===== config.mk =====
export PLATFORM = sky130hd
export DESIGN_NAME = flat_word_serializer_flat
export DESIGN_NICKNAME = d
export VERILOG_FILES = /design/src/rtl/flat_word_serializer_if.sv /design/src/rtl/flat_word_serializer.sv /design/src/flat_wrapper.sv
export SDC_FILE = /design/constraint.sdc
export NUM_CORES = 1
export LEC_CHECK = 0
export CAP_MARGIN = 20
export CORE_MARGIN = 2
export CORE_UTILIZATION = 35
export CTS_CLUSTER_DIAMETER = 200
export DETAILED_ROUTE_END_ITERATION = 7
export GPL_ROUTABILITY_DRIVEN = 1
export SYNTH_ARGS = -nofsm -noshare
export SYNTH_HDL_FRONTEND = slang
export SYNTH_SLANG_ARGS = --single-unit

===== constraint.sdc =====
create_clock -name clk -period 7.7 [get_ports clk]
set_input_delay 0.77 -clock clk [delete_from_list [all_inputs] [get_ports clk]]
set_output_delay 0.77 -clock clk [all_outputs]
set_load 0.01 [all_outputs]

===== src/rtl/flat_word_serializer_if.sv =====
// Handshake and data bundle between the parallel pipeline stage, the
// serializer, and the single-word downstream consumer.
interface flat_word_serializer_if #(
  parameter int WIDTH  = 32,
  parameter int STAGES = 8
);
  localparam int IDX_W = (STAGES > 1) ? $clog2(STAGES) : 1;

  logic                             in_valid;
  logic                             in_ready;
  logic signed [WIDTH*STAGES-1:0]   data_in_flat;
  logic                             out_valid;
  logic                             out_ready;
  logic signed [WIDTH-1:0]          out_data;
  logic        [IDX_W-1:0]          out_index;
  logic                             out_last;
  logic                             busy;
  logic                             frame_done;

  // Serializer side.
  modport slave (
    input  in_valid, data_in_flat, out_ready,
    output in_ready, out_valid, out_data, out_index, out_last, busy, frame_done
  );

  // Environment side: producer of vectors and consumer of words.
  modport master (
    output in_valid, data_in_flat, out_ready,
    input  in_ready, out_valid, out_data, out_index, out_last, busy, frame_done
  );
endinterface


===== src/rtl/flat_word_serializer.sv =====
// Parallel-to-serial reader: captures a flat vector of STAGES words and
// streams them out word 0 first, one per valid/ready handshake.
module flat_word_serializer #(
  parameter int WIDTH  = 32,
  parameter int STAGES = 8
) (
  input  logic                   clk,
  input  logic                   rst,
  flat_word_serializer_if.slave  bus
);
  localparam int IDX_W = (STAGES > 1) ? $clog2(STAGES) : 1;
  localparam logic [IDX_W-1:0] LAST_IDX = IDX_W'(STAGES - 1);

  typedef enum logic {IDLE, SEND} state_t;

  state_t                    state_q, state_d;
  logic [WIDTH*STAGES-1:0]   hold_q, hold_d;
  logic [IDX_W-1:0]          idx_q, idx_d;
  logic                      frame_done_q, frame_done_d;

  logic                      valid;
  logic                      last;
  logic                      in_ready;
  logic                      load;
  logic                      xfer;
  logic [WIDTH-1:0]          word;

  assign valid    = (state_q == SEND);
  assign last     = valid && (idx_q == LAST_IDX);
  assign xfer     = valid && bus.out_ready;
  // Ready also on an accepted last word so the next frame follows with no bubble.
  assign in_ready = (state_q == IDLE) || (xfer && last);
  assign load     = bus.in_valid && in_ready;

  // Select the current word out of the held vector.
  always_comb begin
    word = '0;
    for (int unsigned j = 0; j < STAGES; j++) begin
      if (idx_q == IDX_W'(j)) word = hold_q[WIDTH*j +: WIDTH];
    end
  end

  // Next-state logic for the frame sequencer.
  always_comb begin
    state_d      = state_q;
    hold_d       = hold_q;
    idx_d        = idx_q;
    frame_done_d = 1'b0;
    case (state_q)
      IDLE: begin
        if (load) begin
          hold_d  = bus.data_in_flat;
          idx_d   = '0;
          state_d = SEND;
        end
      end
      SEND: begin
        if (xfer) begin
          if (!last) begin
            idx_d = idx_q + 1'b1;
          end else begin
            frame_done_d = 1'b1;
            idx_d        = '0;
            if (load) hold_d = bus.data_in_flat;
            else      state_d = IDLE;
          end
        end
      end
      default: state_d = IDLE;
    endcase
  end

  // State, held vector, word index and frame_done pulse registers.
  always_ff @(posedge clk or posedge rst) begin
    if (rst) begin
      state_q      <= IDLE;
      hold_q       <= '0;
      idx_q        <= '0;
      frame_done_q <= 1'b0;
    end else begin
      state_q      <= state_d;
      hold_q       <= hold_d;
      idx_q        <= idx_d;
      frame_done_q <= frame_done_d;
    end
  end

  assign bus.in_ready   = in_ready;
  assign bus.out_valid  = valid;
  assign bus.busy       = valid;
  assign bus.out_data   = word;
  assign bus.out_index  = idx_q;
  assign bus.out_last   = last;
  assign bus.frame_done = frame_done_q;
endmodule


===== src/flat_wrapper.sv =====
// flat-port wrapper written by rule: the top's interface ports become plain ports
module flat_word_serializer_flat 
#(
  parameter int WIDTH  = 32,
  parameter int STAGES = 8
)
  (clk, rst, bus_in_valid, bus_data_in_flat, bus_out_ready, bus_in_ready, bus_out_valid, bus_out_data, bus_out_index, bus_out_last, bus_busy, bus_frame_done);
  flat_word_serializer_if #(.WIDTH(WIDTH), .STAGES(STAGES)) bus_i ();
  input  logic clk;
  input  logic rst;
  input wire logic [$bits(bus_i.in_valid)-1:0] bus_in_valid;
  input wire logic [$bits(bus_i.data_in_flat)-1:0] bus_data_in_flat;
  input wire logic [$bits(bus_i.out_ready)-1:0] bus_out_ready;
  output wire logic [$bits(bus_i.in_ready)-1:0] bus_in_ready;
  output wire logic [$bits(bus_i.out_valid)-1:0] bus_out_valid;
  output wire logic [$bits(bus_i.out_data)-1:0] bus_out_data;
  output wire logic [$bits(bus_i.out_index)-1:0] bus_out_index;
  output wire logic [$bits(bus_i.out_last)-1:0] bus_out_last;
  output wire logic [$bits(bus_i.busy)-1:0] bus_busy;
  output wire logic [$bits(bus_i.frame_done)-1:0] bus_frame_done;
  assign bus_i.in_valid = bus_in_valid;
  assign bus_i.data_in_flat = bus_data_in_flat;
  assign bus_i.out_ready = bus_out_ready;
  assign bus_in_ready = bus_i.in_ready;
  assign bus_out_valid = bus_i.out_valid;
  assign bus_out_data = bus_i.out_data;
  assign bus_out_index = bus_i.out_index;
  assign bus_out_last = bus_i.out_last;
  assign bus_busy = bus_i.busy;
  assign bus_frame_done = bus_i.frame_done;
  flat_word_serializer #(.WIDTH(WIDTH), .STAGES(STAGES)) u_core (.clk(clk), .rst(rst), .bus(bus_i));
endmodule

==> flow_metrics.tcl <==
set metrics [dict create \
    design_area_um2 17760 \
    cell_breakdown_of_the_critical_path "inv_1 > ha_4 > nand2_1 > buf_4 > nand2b_1 > buf_4 > a31oi_1 > a21oi_1 > clkdlybuf4s50_1" \
    first_pass_grt_wire_length_um 59980 \
    start_kind "flop" \
    synthTopCellsByCount "261 x dfrtp_1, 200 x mux2_4, 96 x a21oi_1" \
    clock-skew-final_ns 0.01028 \
    drtPass1Iterations 6 \
    hold_class "in -> async" \
    critical_path_buf_inv_count 4 \
    dieWidth_um 200.3 \
    worst-endpoint-arrival_ns 4.10 \
    post-synth-top-count-cell "dfrtp_1" \
    post-dp-hpwl_um 26400 \
    overflow 0 \
    cts-buffers-inserted 30 \
    final_routed_drc_violation_total 0 \
    grt_pass1_vias 9593 \
    fin_cells 1843 \
    final.period_utilization_pct 63.20 \
    synthesized_flop_and_latch_total 261 \
    grt.busiest_layer "met2" \
    outcome "complete, no violations" \
    netlist.top_cell.by_area "dfrtp_1" \
    synth_area_leaders "dfrtp_1 48%, mux2_4 22%, mux2_2 4.7%" \
    seq_area_frac_synth_pct 48.42 \
    drv.max_cap_violation_count 0 \
    worst_path_dominant_cell_family "buffers and inverters" \
    clockBufferDepth 3 \
    gr-usage-all-layers_pct 19.16 \
    critical_path.endpoint_type "output port" \
    finalSetupViolations 0 \
    period_minus_slack_ns 4.866 \
    leakagePower_nw 8.166 \
    mappedNetlistNets 1320 \
    gr-usage-met3_pct 3.596 \
    rows 71 \
    synthesis.instances 1054 \
    timing.final.hold_violations 0 \
    grt_max_degree 143 \
    post_placement_setup_slack_ns 3.408 \
    achievable_freq_mhz 205.5 \
    synth_top_flop_cell "dfrtp_1" \
    setup_ws_ns 2.834 \
    postSynth.asyncResetShare_pct 100.0 \
    tritoncts_clock_tree "done" \
    boundaryPins 300 \
    drt.antenna.violating_nets 0 \
    floorplan.core_area_um2 37840 \
    area_growth_syn_to_layout_pct 31.71 \
    totalNegativeSetupSlack_ns 0 \
    criticalPathCategory "reg -> out" \
    groute.layer.met1.usage_pct 28.50 \
    routed_wirelength_um 38800 \
    cts.repair.resized 0 \
    post_cts_setup_inserts 0 \
    grt_use_met2_pct 28.81 \
    clk_root_buffer_cell "clkbuf_16" \
    start_util_pct 35.64 \
    peakVddDrop_uv 299.9 \
    cp.required_ns 6.93 \
    drv_slew 0 \
    critical_path.most_common_cell "buf_4" \
    num_clock_sinks 261 \
    dieArea_um2 40120 \
    power_per_cell_area_nw_per_um2 403.9 \
    detailedRoute.firstIterationViolations 489 \
    via_count 9099 \
    synth_enable_flop_cells 0 \
    final_nets 1577 \
    timing.slew.headroom_pct 27.37 \
    initial_antenna_violation_count 3 \
    synth_top_area_share_pct 48.42 \
    placement.cell_area_um2 16690 \
    vias_per_cell 4.937 \
    htree_num_levels 1 \
    yosys_warnings 0 \
    critical-path-slowest-cell "ha_4" \
    wire_per_inst_um 21.05 \
    synth_area_um2 13490 \
    drive_gt1_share_pct 26.92 \
    worstMarginPinSlew_ns 1.089 \
    dieHeight_um 200.3 \
    setup_repair_after_global_routing_missed_its_margin "no" \
    path_clk_slew_ns 0.06 \
    critical-path-max-stage-delay_ns 0.75 \
    clock_latency_ns 0.56 \
    gp_congestion 0.8206 \
    final_core_util_pct 46.94 \
    critPathMaxFanout 65 \
    synth_area_per_cell_um2 12.80 \
    buffer_ports.inserted 299 \
    place.detailed.instances 1788 \
    ctsHoldBuffers 0 \
    yosysUniqueCellTypes 27 \
]
[final timing paths]
check,start,to,slack [ns],depth (start not counted)
setup / recovery,u_core.bus.out_index[0],bus_out_data[1],2.83,9
hold / removal,rst,u_core.hold_q[30],0.46,2
setup reg to reg,u_core.bus.out_index[2],u_core.hold_q[64],3.50,8
hold reg to reg,u_core.hold_q[232],u_core.hold_q[232],0.50,1
max in group asynchronous,rst,u_core.hold_q[242],5.92,4
min in group clk,u_core.hold_q[232],u_core.hold_q[232],0.50,1
[kinds of logic (layout without fill, tap and decap cells)]
logic type      Yosys count  count (layout)  share of synthesized area (%)
compound gates          230             230                          12.07
fa+ha+maj                 6               6                         0.5566
buf+inv                 157             433                          6.345
flops                   261             261                          48.42
mux                     256             256                          26.94
other cells               0               2                              0
simple gates            144             144                          5.668
[cells in the final DEF, fill, tap and decap left out, types with 2 or more instances in the layout]
cell type	count
a221oi_2	30
clkinvlp_4	2
inv_1	66
buf_12	3
a31oi_1	32
a21oi_1	96
clkbuf_16	31
bufinv_16	2
nand2b_1	35
ha_4	2
o21ai_0	2
diode_2	2
clkbuf_8	11
o31ai_1	35
ha_2	2
clkinv_2	4
nand2_1	70
nand3b_1	32
mux2_4	200
clkbuf_1	2
mux2_2	56
ha_1	2
clkdlybuf4s50_1	299
a221oi_1	2
buf_4	11
dfrtp_1	261
o22ai_1	33
[flip-flops by register name, summed over array words and instances (netlist names)]
name / flops
u_core.bus.busy: 1
u_core.bus.frame_done: 1
u_core.bus.out_index: 3
u_core.hold_q: 256
[layout make-up]
type                       count  area (um2)
tap                          511       639.4
antenna                        2       5.005
clock inverter                 7       87.58
inverter                      68       259.0
clock buffer                  44       934.6
sequential                   261        6531
fill                        3448       20080
multi-input combinational    636        6145
timing repair buffer         314        3163
[layer usage]
layer  part of all wire, %  vias up
met1                    49     4560
met4                   1.3        2
met5                 0.034        -
met3                   5.3       31
met2                    44      240
li1                      -     4266
[power breakdown]
part           switching, mW  leakage, nW  internal (mW)
Combinational           1.47         4.48           1.78
Sequential             0.404         3.18           2.04
Clock                  0.574        0.508          0.896
[stage by stage]
| stage | hold slack [ns] | power, mW |
|---|---|---|
| floorplan | 0.4724 | 4.536 |
| global route | 0.4529 | 7.605 |
| global placement | 0.4837 | 5.661 |
| detailed placement | 0.4852 | 5.710 |
| finish | 0.4568 | 7.176 |
| CTS | 0.5039 | 7.233 |
(Power assumes the default switching activity.)
